<file path="config.mk">
export PLATFORM = sky130hd
export DESIGN_NAME = ethernet_rx
export DESIGN_NICKNAME = d
export VERILOG_FILES = /design/src/rtl/ethernet_pkg.sv /design/src/rtl/eth_rx_nibble_pack.sv /design/src/rtl/ethernet_rx.sv
export SDC_FILE = /design/constraint.sdc
export NUM_CORES = 1
export LEC_CHECK = 0
export ABC_AREA = 1
export BUFFER_PORTS_ARGS = -buffer_cell sky130_fd_sc_hd__buf_2
export CORE_MARGIN = 5
export CORE_UTILIZATION = 55
export CTS_CLUSTER_SIZE = 10
export DETAILED_ROUTE_END_ITERATION = 12
export GPL_ROUTABILITY_DRIVEN = 1
export GPL_TIMING_DRIVEN = 0
export PLACE_DENSITY = 0.72
export REMOVE_ABC_BUFFERS = 1
export SETUP_SLACK_MARGIN = 0.02
export SLEW_MARGIN = 20
export SYNTH_ARGS = -nofsm -noshare
export SYNTH_HDL_FRONTEND = slang
export SYNTH_HIERARCHICAL = 1
export SYNTH_SLANG_ARGS = --single-unit
</file>
<file path="constraint.sdc">
create_clock -name i_clk -period 5.1 [get_ports i_clk]
set_input_delay 1.53 -clock i_clk [delete_from_list [all_inputs] [get_ports i_clk]]
set_output_delay 1.53 -clock i_clk [all_outputs]
set_load 0.005 [all_outputs]
</file>
<file path="src/rtl/ethernet_pkg.sv">
// Shared Ethernet constants and FSM encoding for the MII receive path.
package ethernet_pkg;

    // Receive FSM states, 3-bit encoding
    typedef enum logic [2:0] {
        StIdle     = 3'd0,
        StPreamble = 3'd1,
        StHeader   = 3'd2,
        StData     = 3'd3,
        StDrop     = 3'd4
    } eth_rx_state_e;

    localparam logic [3:0]  PRE_NIB             = 4'h5;
    localparam logic [3:0]  SFD_NIB             = 4'hD;
    localparam int unsigned MAC_HDR_LEN         = 12;
    localparam int unsigned MAC_ADDR_LEN        = 6;
    localparam int unsigned DEFAULT_PAYLOAD_LEN = 1360;

    // Byte idx of a MAC address in wire order (idx 0 is bits [47:40])
    function automatic logic [7:0] mac_byte(input logic [47:0] mac, input logic [2:0] idx);
        logic [47:0] sh;
        sh = mac << {idx, 3'b000};
        return sh[47:40];
    endfunction

endpackage

</file>
<file path="src/rtl/eth_rx_nibble_pack.sv">
// Packs MII nibbles (low half first) into bytes with a strobe on the high half.
module eth_rx_nibble_pack (
    input  logic       i_clk,
    input  logic       i_rst_n,
    input  logic       i_restart,
    input  logic       i_nib_vld,
    input  logic [3:0] i_nib,
    output logic [7:0] o_byte,
    output logic       o_byte_stb
);

    logic       r_phase;
    logic [3:0] r_low;

    // Phase toggles per accepted nibble; the low half is held until its partner arrives
    always_ff @(posedge i_clk or negedge i_rst_n) begin
        if (!i_rst_n) begin
            r_phase <= 1'b0;
            r_low   <= 4'h0;
        end else if (i_restart) begin
            r_phase <= 1'b0;
            r_low   <= 4'h0;
        end else if (i_nib_vld) begin
            r_phase <= ~r_phase;
            if (!r_phase) begin
                r_low <= i_nib;
            end
        end
    end

    // Byte is complete while the high nibble is presented
    always_comb begin
        o_byte     = {i_nib, r_low};
        o_byte_stb = i_nib_vld & r_phase;
    end

endmodule

</file>
<file path="src/rtl/ethernet_rx.sv">
// MII receive framer: preamble/SFD search, MAC header filter, fixed-length payload delivery.
module ethernet_rx
    import ethernet_pkg::*;
#(
    parameter int unsigned PAYLOAD_LEN = DEFAULT_PAYLOAD_LEN,
    parameter int unsigned MIN_PRE_NIB = 10,
    parameter logic [47:0] LOCAL_MAC   = 48'h00_0A_35_01_FE_C0,
    parameter bit          CHECK_MAC   = 1'b1
) (
    input  logic       i_clk,
    input  logic       i_rst_n,
    input  logic       i_rx_ctrl,
    input  logic [3:0] i_phy_rxd,
    output logic [7:0] o_dataout,
    output logic       o_data_valid,
    output logic       o_frame_start,
    output logic       o_frame_done,
    output logic       o_frame_err
);

    localparam logic [3:0]  MinPre  = 4'(MIN_PRE_NIB);
    localparam logic [10:0] HdrLast = 11'(MAC_HDR_LEN - 1);
    localparam logic [10:0] MacLen  = 11'(MAC_ADDR_LEN);
    localparam logic [10:0] PayLast = 11'(PAYLOAD_LEN - 1);

    // Input sample stage
    logic          r_rx_dv;
    logic [3:0]    r_rxd;

    // FSM and counters
    eth_rx_state_e r_state, w_state_nxt;
    logic [3:0]    r_pre_cnt, w_pre_cnt_nxt;
    logic [10:0]   r_byte_cnt, w_byte_cnt_nxt;
    logic          r_mac_miss, w_mac_miss_nxt;
    logic          r_bcast_miss, w_bcast_miss_nxt;

    // Output registers; done is delayed so it lands two cycles after the last strobe
    logic [7:0]    r_dataout, w_dataout_nxt;
    logic          r_data_valid, w_data_valid_nxt;
    logic          r_frame_start, w_frame_start_nxt;
    logic          r_frame_err, w_frame_err_nxt;
    logic          r_done_dly, r_done_dly2, r_frame_done, w_done_req;

    // Nibble packer interface
    logic          w_restart;
    logic          w_nib_vld;
    logic [7:0]    w_byte;
    logic          w_byte_stb;

    eth_rx_nibble_pack u_pack (
        .i_clk      (i_clk),
        .i_rst_n    (i_rst_n),
        .i_restart  (w_restart),
        .i_nib_vld  (w_nib_vld),
        .i_nib      (r_rxd),
        .o_byte     (w_byte),
        .o_byte_stb (w_byte_stb)
    );

    // Register the raw PHY pins once; all decode uses the sampled copies
    always_ff @(posedge i_clk or negedge i_rst_n) begin
        if (!i_rst_n) begin
            r_rx_dv <= 1'b0;
            r_rxd   <= 4'h0;
        end else begin
            r_rx_dv <= i_rx_ctrl;
            r_rxd   <= i_phy_rxd;
        end
    end

    // State, counters and output registers
    always_ff @(posedge i_clk or negedge i_rst_n) begin
        if (!i_rst_n) begin
            r_state       <= StIdle;
            r_pre_cnt     <= 4'd0;
            r_byte_cnt    <= 11'd0;
            r_mac_miss    <= 1'b0;
            r_bcast_miss  <= 1'b0;
            r_dataout     <= 8'h00;
            r_data_valid  <= 1'b0;
            r_frame_start <= 1'b0;
            r_frame_err   <= 1'b0;
            r_done_dly    <= 1'b0;
            r_done_dly2   <= 1'b0;
            r_frame_done  <= 1'b0;
        end else begin
            r_state       <= w_state_nxt;
            r_pre_cnt     <= w_pre_cnt_nxt;
            r_byte_cnt    <= w_byte_cnt_nxt;
            r_mac_miss    <= w_mac_miss_nxt;
            r_bcast_miss  <= w_bcast_miss_nxt;
            r_dataout     <= w_dataout_nxt;
            r_data_valid  <= w_data_valid_nxt;
            r_frame_start <= w_frame_start_nxt;
            r_frame_err   <= w_frame_err_nxt;
            r_done_dly    <= w_done_req;
            r_done_dly2   <= r_done_dly;
            r_frame_done  <= r_done_dly2;
        end
    end

    // Next-state, counter and output decode on the sampled nibble
    always_comb begin
        w_state_nxt       = r_state;
        w_pre_cnt_nxt     = r_pre_cnt;
        w_byte_cnt_nxt    = r_byte_cnt;
        w_mac_miss_nxt    = r_mac_miss;
        w_bcast_miss_nxt  = r_bcast_miss;
        w_dataout_nxt     = r_dataout;
        w_data_valid_nxt  = 1'b0;
        w_frame_start_nxt = 1'b0;
        w_frame_err_nxt   = 1'b0;
        w_done_req        = 1'b0;
        w_restart         = 1'b0;
        w_nib_vld         = 1'b0;

        case (r_state)
            StIdle: begin
                if (r_rx_dv && r_rxd == PRE_NIB) begin
                    w_state_nxt   = StPreamble;
                    w_pre_cnt_nxt = 4'd1;
                end
            end

            StPreamble: begin
                if (!r_rx_dv) begin
                    w_state_nxt = StIdle;
                end else if (r_rxd == PRE_NIB) begin
                    if (r_pre_cnt != 4'hF) begin
                        w_pre_cnt_nxt = r_pre_cnt + 4'd1;
                    end
                end else if (r_rxd == SFD_NIB && r_pre_cnt >= MinPre) begin
                    w_state_nxt      = StHeader;
                    w_byte_cnt_nxt   = 11'd0;
                    w_mac_miss_nxt   = 1'b0;
                    w_bcast_miss_nxt = 1'b0;
                    w_restart        = 1'b1;
                end else begin
                    // Short preamble or junk: no frame was accepted, so no error pulse
                    w_state_nxt = StDrop;
                end
            end

            StHeader: begin
                if (!r_rx_dv) begin
                    w_state_nxt     = StIdle;
                    w_frame_err_nxt = 1'b1;
                end else begin
                    w_nib_vld = 1'b1;
                    if (w_byte_stb) begin
                        if (r_byte_cnt < MacLen) begin
                            if (w_byte != mac_byte(LOCAL_MAC, r_byte_cnt[2:0])) begin
                                w_mac_miss_nxt = 1'b1;
                            end
                            if (w_byte != 8'hFF) begin
                                w_bcast_miss_nxt = 1'b1;
                            end
                        end
                        if (r_byte_cnt == HdrLast) begin
                            if (CHECK_MAC && r_mac_miss && r_bcast_miss) begin
                                w_state_nxt = StDrop;
                            end else begin
                                w_state_nxt    = StData;
                                w_byte_cnt_nxt = 11'd0;
                            end
                        end else begin
                            w_byte_cnt_nxt = r_byte_cnt + 11'd1;
                        end
                    end
                end
            end

            StData: begin
                if (!r_rx_dv) begin
                    w_state_nxt     = StIdle;
                    w_frame_err_nxt = 1'b1;
                end else begin
                    w_nib_vld = 1'b1;
                    if (w_byte_stb) begin
                        w_dataout_nxt     = w_byte;
                        w_data_valid_nxt  = 1'b1;
                        w_frame_start_nxt = (r_byte_cnt == 11'd0);
                        if (r_byte_cnt == PayLast) begin
                            // Remaining bytes (FCS, padding) are swallowed in DROP
                            w_state_nxt = StDrop;
                            w_done_req  = 1'b1;
                        end else begin
                            w_byte_cnt_nxt = r_byte_cnt + 11'd1;
                        end
                    end
                end
            end

            StDrop: begin
                if (!r_rx_dv) begin
                    w_state_nxt = StIdle;
                end
            end

            default: begin
                w_state_nxt = StIdle;
            end
        endcase
    end

    // Drive ports from registers
    always_comb begin
        o_dataout     = r_dataout;
        o_data_valid  = r_data_valid;
        o_frame_start = r_frame_start;
        o_frame_done  = r_frame_done;
        o_frame_err   = r_frame_err;
    end

endmodule
</file>
# [Word-level counts from Yosys, hierarchy flattened]
# Cells that the tools add are included.
[word_totals] mem_bits_ro=0 in_bits=7 output_inout_bits=12 latchBits=0 mem_count=0 mem_bits_rw=0 regBits=44 wordCells=138
[op_classes] order_cmp=2 multipliers=0 bitwise_logic=2 n_reduce_logical=17 eq_ne=33 muxes=65 div_mod_pow=0 add_sub_neg=2 n_shift=1
[ops] op="$mux 11" count=10
[ops] op="$shl 36x6->48 const A" count=1
[ops] op="$mux 3" count=12
[ops] op="$pmux 11 s3" count=1
[ops] op="$mux 1" count=31
[ops] op="$mux 4" count=7
[ops] op="$ne 2x2->1 const B" count=13
[ops] op="$reduce_and 8->1" count=2
[ops] op="$pmux 3 s5" count=1
[ops] op="$ne 3x3->1 const B" count=4
[ops] op="$add 11x1->11 const B" count=1
[ops] op="$eq 11x11->1 const B" count=1
[ops] op="$eq 11x4->1 const B" count=1
[ops] op="$logic_not 11->1" count=1
[ops] op="$lt 11x3->1 const B" count=1
[ops] op="$reduce_and 10->1" count=1
[ops] op="$ne 8x8->1" count=1
[ops] op="$ne 8x8->1 const B" count=1
[ops] op="$pmux 4 s2" count=1
[ops] op="$reduce_and 7->1" count=1
[ops] op="$eq 3x2->1 const B" count=2
[ops] op="$ne 2x1->1 const B" count=3
[ops] op="$ne 3x2->1 const B" count=2
[ops] op="$reduce_bool 2->1" count=3
[ops] op="17 further kinds" count=20

# [Depth between registers and ports, before layout]
# Gate-level depths: netlist of run 1.
[depth] depth_word=8 depth_mapped=14 depth_no_buf=14

# [Hierarchy]
# The synthesis of run 1 kept the hierarchy.
[modules_own_cells] module="ethernet_rx" cells_per_inst=326 instances=1 area_per_inst_um2=2407.3
[modules_own_cells] module="eth_rx_nibble_pack" cells_per_inst=31 instances=1 area_per_inst_um2=256.5

# [Least setup slack after synthesis of run 1]
# Ideal clock, no wire load.
[synth_timing] path_kind="register to register" from="register r_state[2]" to="register r_byte_cnt[3]" setup_ps=116 t_arrival_ps=1842 path_stages_with_launch=14 synth_period_minus_slack_ps=1959 slack_ps=3141 n_path_buf=1 cell_sequence="dfrtp_1 > inv_2 > nand2_2 > nor2_1 > nand2_1 > inv_1 > nand2_1 > nand2_1 > nand3_2 > nor2_4 > nand2_4 > buf_12 > nand2_1 > nand2_1"
[synth_between] elab_chain_cells=6 word_cells_on_any_way=18 cone_classes="eq/ne (12); mux (2); bitwise (1); reduce/logical (3)"
[synth_rtl] item="start: declaration" line_no="ethernet_rx.sv:31" text="eth_rx_state_e r_state, w_state_nxt;"
[synth_rtl] item="start signal: assignment" line_no="ethernet_rx.sv:74" text="r_state <= StIdle;"
[synth_rtl] item="start signal: assignment" line_no="ethernet_rx.sv:87" text="r_state <= w_state_nxt;"
[synth_rtl] item="$eq 3x2->1" line_no="ethernet_rx.sv:117" text="case (r_state)"
[synth_rtl] item="$reduce_or 2->1 (no line) *"
[synth_rtl] item="$mux 1 *"
[synth_rtl] item="named net w_nib_vld" line_no="ethernet_rx.sv:46" text="logic w_nib_vld;"
[synth_rtl] item="$and 1x1->1 *" line_no="eth_rx_nibble_pack.sv:34" text="o_byte_stb = i_nib_vld & r_phase;"
[synth_rtl] item="named net w_byte_stb" line_no="ethernet_rx.sv:48" text="logic w_byte_stb;"
[synth_rtl] item="$ne 2x1->1 (no line)"
[synth_rtl] item="$reduce_and 10->1 (no line) *"
[synth_rtl] item="end signal: assignment" line_no="ethernet_rx.sv:89" text="r_byte_cnt <= w_byte_cnt_nxt;"
[synth_rtl] item="end: declaration" line_no="ethernet_rx.sv:33" text="logic [10:0] r_byte_cnt, w_byte_cnt_nxt;"
# The timed path passes the listed nets; every way through them passes the cells marked *.
# A chain may end at the register's enable or synchronous reset.

# [Final worst setup path of run 1]
[layout_timing] from="register r_dataout[2] (netlist: o_dataout[2])" to="output o_dataout[2]"
[layout_rtl] item="start: declaration" line_no="ethernet_rx.sv:38" text="logic [7:0] r_dataout, w_dataout_nxt;"
[layout_rtl] item="start signal: assignment" line_no="ethernet_rx.sv:92" text="r_dataout <= w_dataout_nxt;"
[layout_rtl] item="end: declaration" line_no="ethernet_rx.sv:14" text="output logic [7:0] o_dataout,"
# No word-level cell between the ends.

==> results of run 1 <==
## sequential cells by signal, indices dropped and copies added (netlist names)
| signal | flops |
|---|---|
| r_byte_cnt | 11 |
| o_dataout | 8 |
| r_pre_cnt | 4 |
| r_rxd | 4 |
| u_pack/r_low | 4 |
| r_state | 3 |
| o_data_valid | 1 |
| o_frame_done | 1 |
| o_frame_err | 1 |
| o_frame_start | 1 |
| r_bcast_miss | 1 |
| r_done_dly | 1 |
| r_done_dly2 | 1 |
| r_mac_miss | 1 |
| r_rx_dv | 1 |
| u_pack/r_phase | 1 |
## cell type report
type,instances,area share (%)
Inverter,47,6.33
Timing Repair Buffer,19,3.84
Clock buffer,6,2.88
Clock inverter,2,0.524
Tap cell,67,2.93
Multi-Input combinational cell,256,45.1
Sequential cell,44,38.4
## logic make-up after synthesis
logic type                 share of synthesized area [%]
DFF                                                 41.3
and+or+nand+nor                                     35.7
xor gates and xnor gates                            1.64
adders and majority gates                           2.82
buffers and inverters                               10.2
AOI/OAI and AO/OA                                   8.27
## per-layer routing
layer	part of all wire, %	global-route usage, %	vias to the layer above
li1	-	-	1163
met1	47	24.4	1023
met2	47	29.3	45
met3	5.1	3.95	4
met4	0.89	4.98	0
met5	0	0	-
## final timing paths
check                                   from  slack [ps]       endpoint
worst max-delay path            o_dataout[2]        2760   o_dataout[2]
worst min-delay path              r_done_dly         350    r_done_dly2
worst max register to register    r_state[2]        2860  r_byte_cnt[4]
worst min register to register    r_done_dly         350    r_done_dly2
max in group asynchronous            i_rst_n        3510   r_pre_cnt[0]
min in group asynchronous            i_rst_n        1120   o_dataout[3]
## placed cells by master, fill, tap and decap left out, drive strengths merged, types with 5 or more instances in the layout
cell and instances:
nor2 32, inv 47, nand4 6, nor3 5, o21ai 20, buf 19, a21oi 10, clkbuf 6
nand3 37, nand2 126, ha 6, xor2 5, dfrtp 44
## power by group through the flow
stage	clock, W	sequential [W]	combinational (W)
global route	0.000258	0.000389	0.000230
floorplan	0	0.000388	0.000157
CTS	0.000238	0.000385	0.000199
global placement	0	0.000392	0.000194
detailed placement	0	0.000392	0.000198
finish	0.000229	0.000386	0.000199
## stage by stage
step	hold slack [ps]	setup WS (ps)	instances	instance area [um^2]
after floorplan	331	3180	347	2570
after global placement	333	2730	432	2750
after detailed placement	337	2720	432	2750
after CTS	357	2740	440	2850
after global routing	369	2690	441	2870
final	355	2760	441	2870
==> flow_metrics.tcl, run 1 <==
set metrics [dict create \
    grt_max_degree 45 \
    multi_input_area_um2 1290 \
    rsz0062_at_grt "false" \
    setup_viol 0 \
    ir_drop_mv 0.195 \
    path_clk_slew_ps 90 \
    drtIter0Drc 153 \
    syn_inst 357 \
    cts_hold_buf 0 \
    ioPinCount 19 \
    cp_cell_sequence "buf_2" \
    post-route-min-period_ps 2340 \
    via_per_inst 5.07 \
    routabilityCongestion 0.809 \
    grt_overflow 0 \
    cp-start-kind "register" \
    arrival_ps 810 \
    rr_worst_depth 13 \
    drc 0 \
    wirelength_mm 5.17 \
    finalSetupTns_ps 0 \
    area_delta_synth_final_pct 7.56 \
    rows 25 \
    grtUsageTotal_pct 18.1 \
    vias 2235 \
    die_area_um2 6340 \
    min_path_type "reg -> reg" \
    relSlewSlack_pct 77.4 \
    crit_path_max_incr_delay_ps 390 \
    postRouteAntennaNets 0 \
    final_core_util_pct 60.7 \
    whs_path_depth 0 \
    synth_area_leaders "dfrtp_1 41%, nand2_1 17%, nand3_1 6.4%" \
    synth_edf_count 0 \
    path_class "reg -> out" \
    finalPower_w 0.000814 \
    pwr-share-comb_pct 24.4 \
    path_delay_family "flip-flops" \
    cts_made_buffers 5 \
    grt_pass1_vias 2076 \
    p_clk_share_pct 28.2 \
    slowest_stage "dfrtp_1" \
    grt_first_pass_wirelength_mm 9.18 \
    fin_crit_sh_pct 45.9 \
    yosys.area.top_type_share_pct 41.3 \
    cts_tree "built" \
    post_cts_buffers 0 \
    hold_violations 0 \
    ctsLongestPathBuffers 2 \
    synth_most_common_cell "nand2_1" \
    wl_per_cell_um 11.7 \
    cts_resized 0 \
    nets 386 \
    skew_ps 8.64 \
    seqPwrFrac_pct 47.4 \
    internal_power_w 0.000534 \
    synth_flop_cell "dfrtp_1" \
    path_buf_inv 1 \
    fmax_ghz 0.427 \
    syn_area_per_cell_um2 7.46 \
    worst-path-stages 1 \
    cts.sinks 44 \
    syn-cell-area_um2 2660 \
    seq_area_frac_synth_pct 41.3 \
    cts_root_buf "clkbuf_8" \
    finalMaxSlewViolations 0 \
    worstSetupEndpointType "output port" \
    ys_ff_latch 44 \
    synth_common_cells "120 x nand2_1, 44 x dfrtp_1, 34 x nand3_1" \
    switchingPower_w 0.000279 \
    core_area_um2 4720 \
    port_buffers 18 \
    synth_largest_area_cell "dfrtp_1" \
    antenna_found_initial 0 \
    ys_types 37 \
    sw_frac_of_total_pct 34.3 \
    status "finished clean" \
    clock_latency_ps 290 \
    crit_fanout 2 \
    fp.dieH_um 79.6 \
    start_util_pct 56.4 \
    firstDrtPassIters 4 \
    htree_levels 2 \
    n_antenna_cell 0 \
    yosys_warnings 6 \
    nFillCells 449 \
    synth_async_sr_flop_share_pct 100 \
    seqCellArea_um2 1100 \
    tightest_slew_ps 337 \
    cp.required_ps 3570 \
    drive_gt1_share_pct 16.8 \
    powerDensity_nw_per_um2 284 \
    leakage_nw 1.52 \
    maxCapViolCount 0 \
    die_w_um 79.6 \
    dp_hpwl_mm 3.80 \
]
Power figures use the tool's default switching activity.
==> inputs of run 2 (changes only) <==
- CORE_UTILIZATION: 55 -> 54
- PLACE_DENSITY: 0.72 -> 0.73
- clock period: 5.1 -> 2 ns (I/O delays scaled with it)
==> run 2 against run 1 <==
Effect of this change: power increased to 2.6 times the previous value; clock-buffer cell count shrank 1; combinational power increased to 3.0 times the previous value; hold slack got worse by 66 ps; routed wire length up 1.5%; critical path depth is 11 higher; non-clock buffer count is 2 higher; flip-flop and latch count did not move; die area increased by 1.6%; setup slack lost 2600 ps; clock skew fell by 3.6 ps.
==> flow_metrics.tcl, run 2 (synthesis results as in run 1) <==
set metrics [dict create \
    finalNonFillerCells 443 \
    rr_worst_depth 12 \
    fin_crit_sh_pct 91.6 \
    fmax_ghz 0.546 \
    tightest_slew_ps 548 \
    grtUsageTotal_pct 17.7 \
    via_per_inst 5.02 \
    routabilityCongestion 0.904 \
    stdcell_area_um2 2900 \
    grt_overflow 0 \
    cp_cell_sequence "inv_2 > nand2_4 > nor2_4 > nand2_1 > inv_2 > nand2_2 > nand2_2 > nand3_2 > nor2_4 > nand2_4 > nand2_2 > nand2_1" \
    vias 2222 \
    firstDrtPassIters 4 \
    finalMaxSlewViolations 0 \
    grt_first_pass_wirelength_mm 9.12 \
    placed_area_um2 2750 \
    fp.dieH_um 80.2 \
    wirelength_mm 5.24 \
    cts_root_buf "clkbuf_8" \
    powerDensity_nw_per_um2 727 \
    ctsLongestPathBuffers 2 \
    crit_fanout 8 \
    min_path_type "in -> async" \
    post-route-min-period_ps 1830 \
    ir_drop_mv 0.759 \
    reg2reg_slack_ps 170 \
    path_class "reg -> reg" \
    clock_latency_ps 290 \
    cts_tree "built" \
    maxCapViolCount 0 \
    leakage_nw 1.52 \
    cts_made_buffers 5 \
    mostFrequentLayoutCell "nand2_1" \
    nFillCells 451 \
    ioPinCount 19 \
    path_common_cell "nand2_2" \
    drtIter0Drc 216 \
    multi_input_area_um2 1330 \
    slowest_stage "dfrtp_1" \
    htree_levels 2 \
    area_delta_synth_final_pct 8.78 \
    cts.sinks 44 \
    dp.cells 432 \
    grt_pass1_vias 2073 \
    crit_path_max_incr_delay_ps 400 \
    setup_viol 0 \
    drc 0 \
    seqCellArea_um2 1100 \
    hold_violations 0 \
    postRouteAntennaNets 0 \
    arrival_ps 2020 \
    layout_common_cells "118 x nand2_1, 41 x dfrtp_1, 34 x nand3_1" \
    port_buffers 18 \
    grt_max_degree 45 \
    antenna_found_initial 0 \
    die_w_um 80.2 \
    path_clk_slew_ps 90 \
    largest_reg_flops 11 \
    skew_ps 5.05 \
    r2r_end "r_byte_cnt[0]" \
    cts_hold_buf 0 \
    rsz0062_at_grt "false" \
    cp-start-kind "register" \
    finalSetupTns_ps 0 \
    start_util_pct 56.0 \
    wl_per_cell_um 11.8 \
    dp_hpwl_mm 3.83 \
    reg2reg_from "r_state[2]" \
    core_area_um2 4750 \
    n_antenna_cell 0 \
    nets 389 \
    final_core_util_pct 60.9 \
    rows 25 \
    worstSetupEndpointType "register" \
    relSlewSlack_pct 63.5 \
    drive_gt1_share_pct 19.1 \
    status "finished clean" \
    regMostFlops "r_byte_cnt" \
    die_area_um2 6440 \
    cp.required_ps 2190 \
]
run 2: changes by cell type in the layout (fill, tap and decap cells not counted), moves of 2 or more:
cell     change
buf_4        +4
dfrtp_1      -3
dfrtp_2      +3
nand2_1      -2
run 2: worst max-delay path by stage:
stage	start	endpoint	depth (start not counted)
floorplan	r_state[2]	r_byte_cnt[7]	13
global placement	r_state[2]	r_byte_cnt[5]	13
detailed placement	r_state[2]	r_byte_cnt[7]	13
CTS	r_rx_dv	r_byte_cnt[7]	12
global route	r_state[2]	r_byte_cnt[0]	12
finish	r_state[2]	r_byte_cnt[0]	12
run 2: cell type report:
class / instances / share of cell area (%)
tap: 67 / 2.89
clock inverter: 2 / 0.432
clock buffer: 5 / 2.37
multi-input combinational: 257 / 45.9
timing repair buffer: 21 / 3.97
inverter: 47 / 6.35
sequential: 44 / 38.1
run 2: metrics by stage:
stage                     setup slack (ps)  hold WS, ps  total power, W
after detailed placement              -228          338         0.00151
after global placement                -154          334         0.00149
after CTS                             22.3          367         0.00208
final                                  168          289         0.00211
after floorplan                       84.2          304         0.00139
after global routing                  7.87          329         0.00225
run 2: layer usage:
metal | routed length, um | share of wire [%] | global-route usage (%) | vias to the layer above
met5 | 0 | 0 | 0 | -
met4 | 38 | 0.72 | 3.04 | 0
met3 | 222 | 4.2 | 3.36 | 6
met2 | 2500 | 48 | 29.9 | 50
met1 | 2480 | 47 | 23.9 | 1003
li1 | - | - | - | 1163
run 2: repair_timing:
action / CTS / global route
setup endpoints to repair: 19 / 15
setup buffers: 2 / 1
pin swaps: 1 / 4
resized for setup: 4 / 7
cloned: 0 / 1
run 2: critical path: cells and delay by family, from the launching register on:
family / cells / cell delay [ps]
buffers and inverters: 2 / 210
DFF: 1 / 400
and+or+nand+nor: 10 / 1130
run 2: power by group:
group / internal, W / switching (W) / total [W] / leakage [nW]
Combinational: 0.000180 / 0.000412 / 0.000592 / 0.885
Clock: 0.000237 / 0.000302 / 0.000539 / 0.0400
Sequential: 0.000934 / 0.0000433 / 0.000977 / 0.594
Total: 0.00135 / 0.000757 / 0.00211 / 1.52
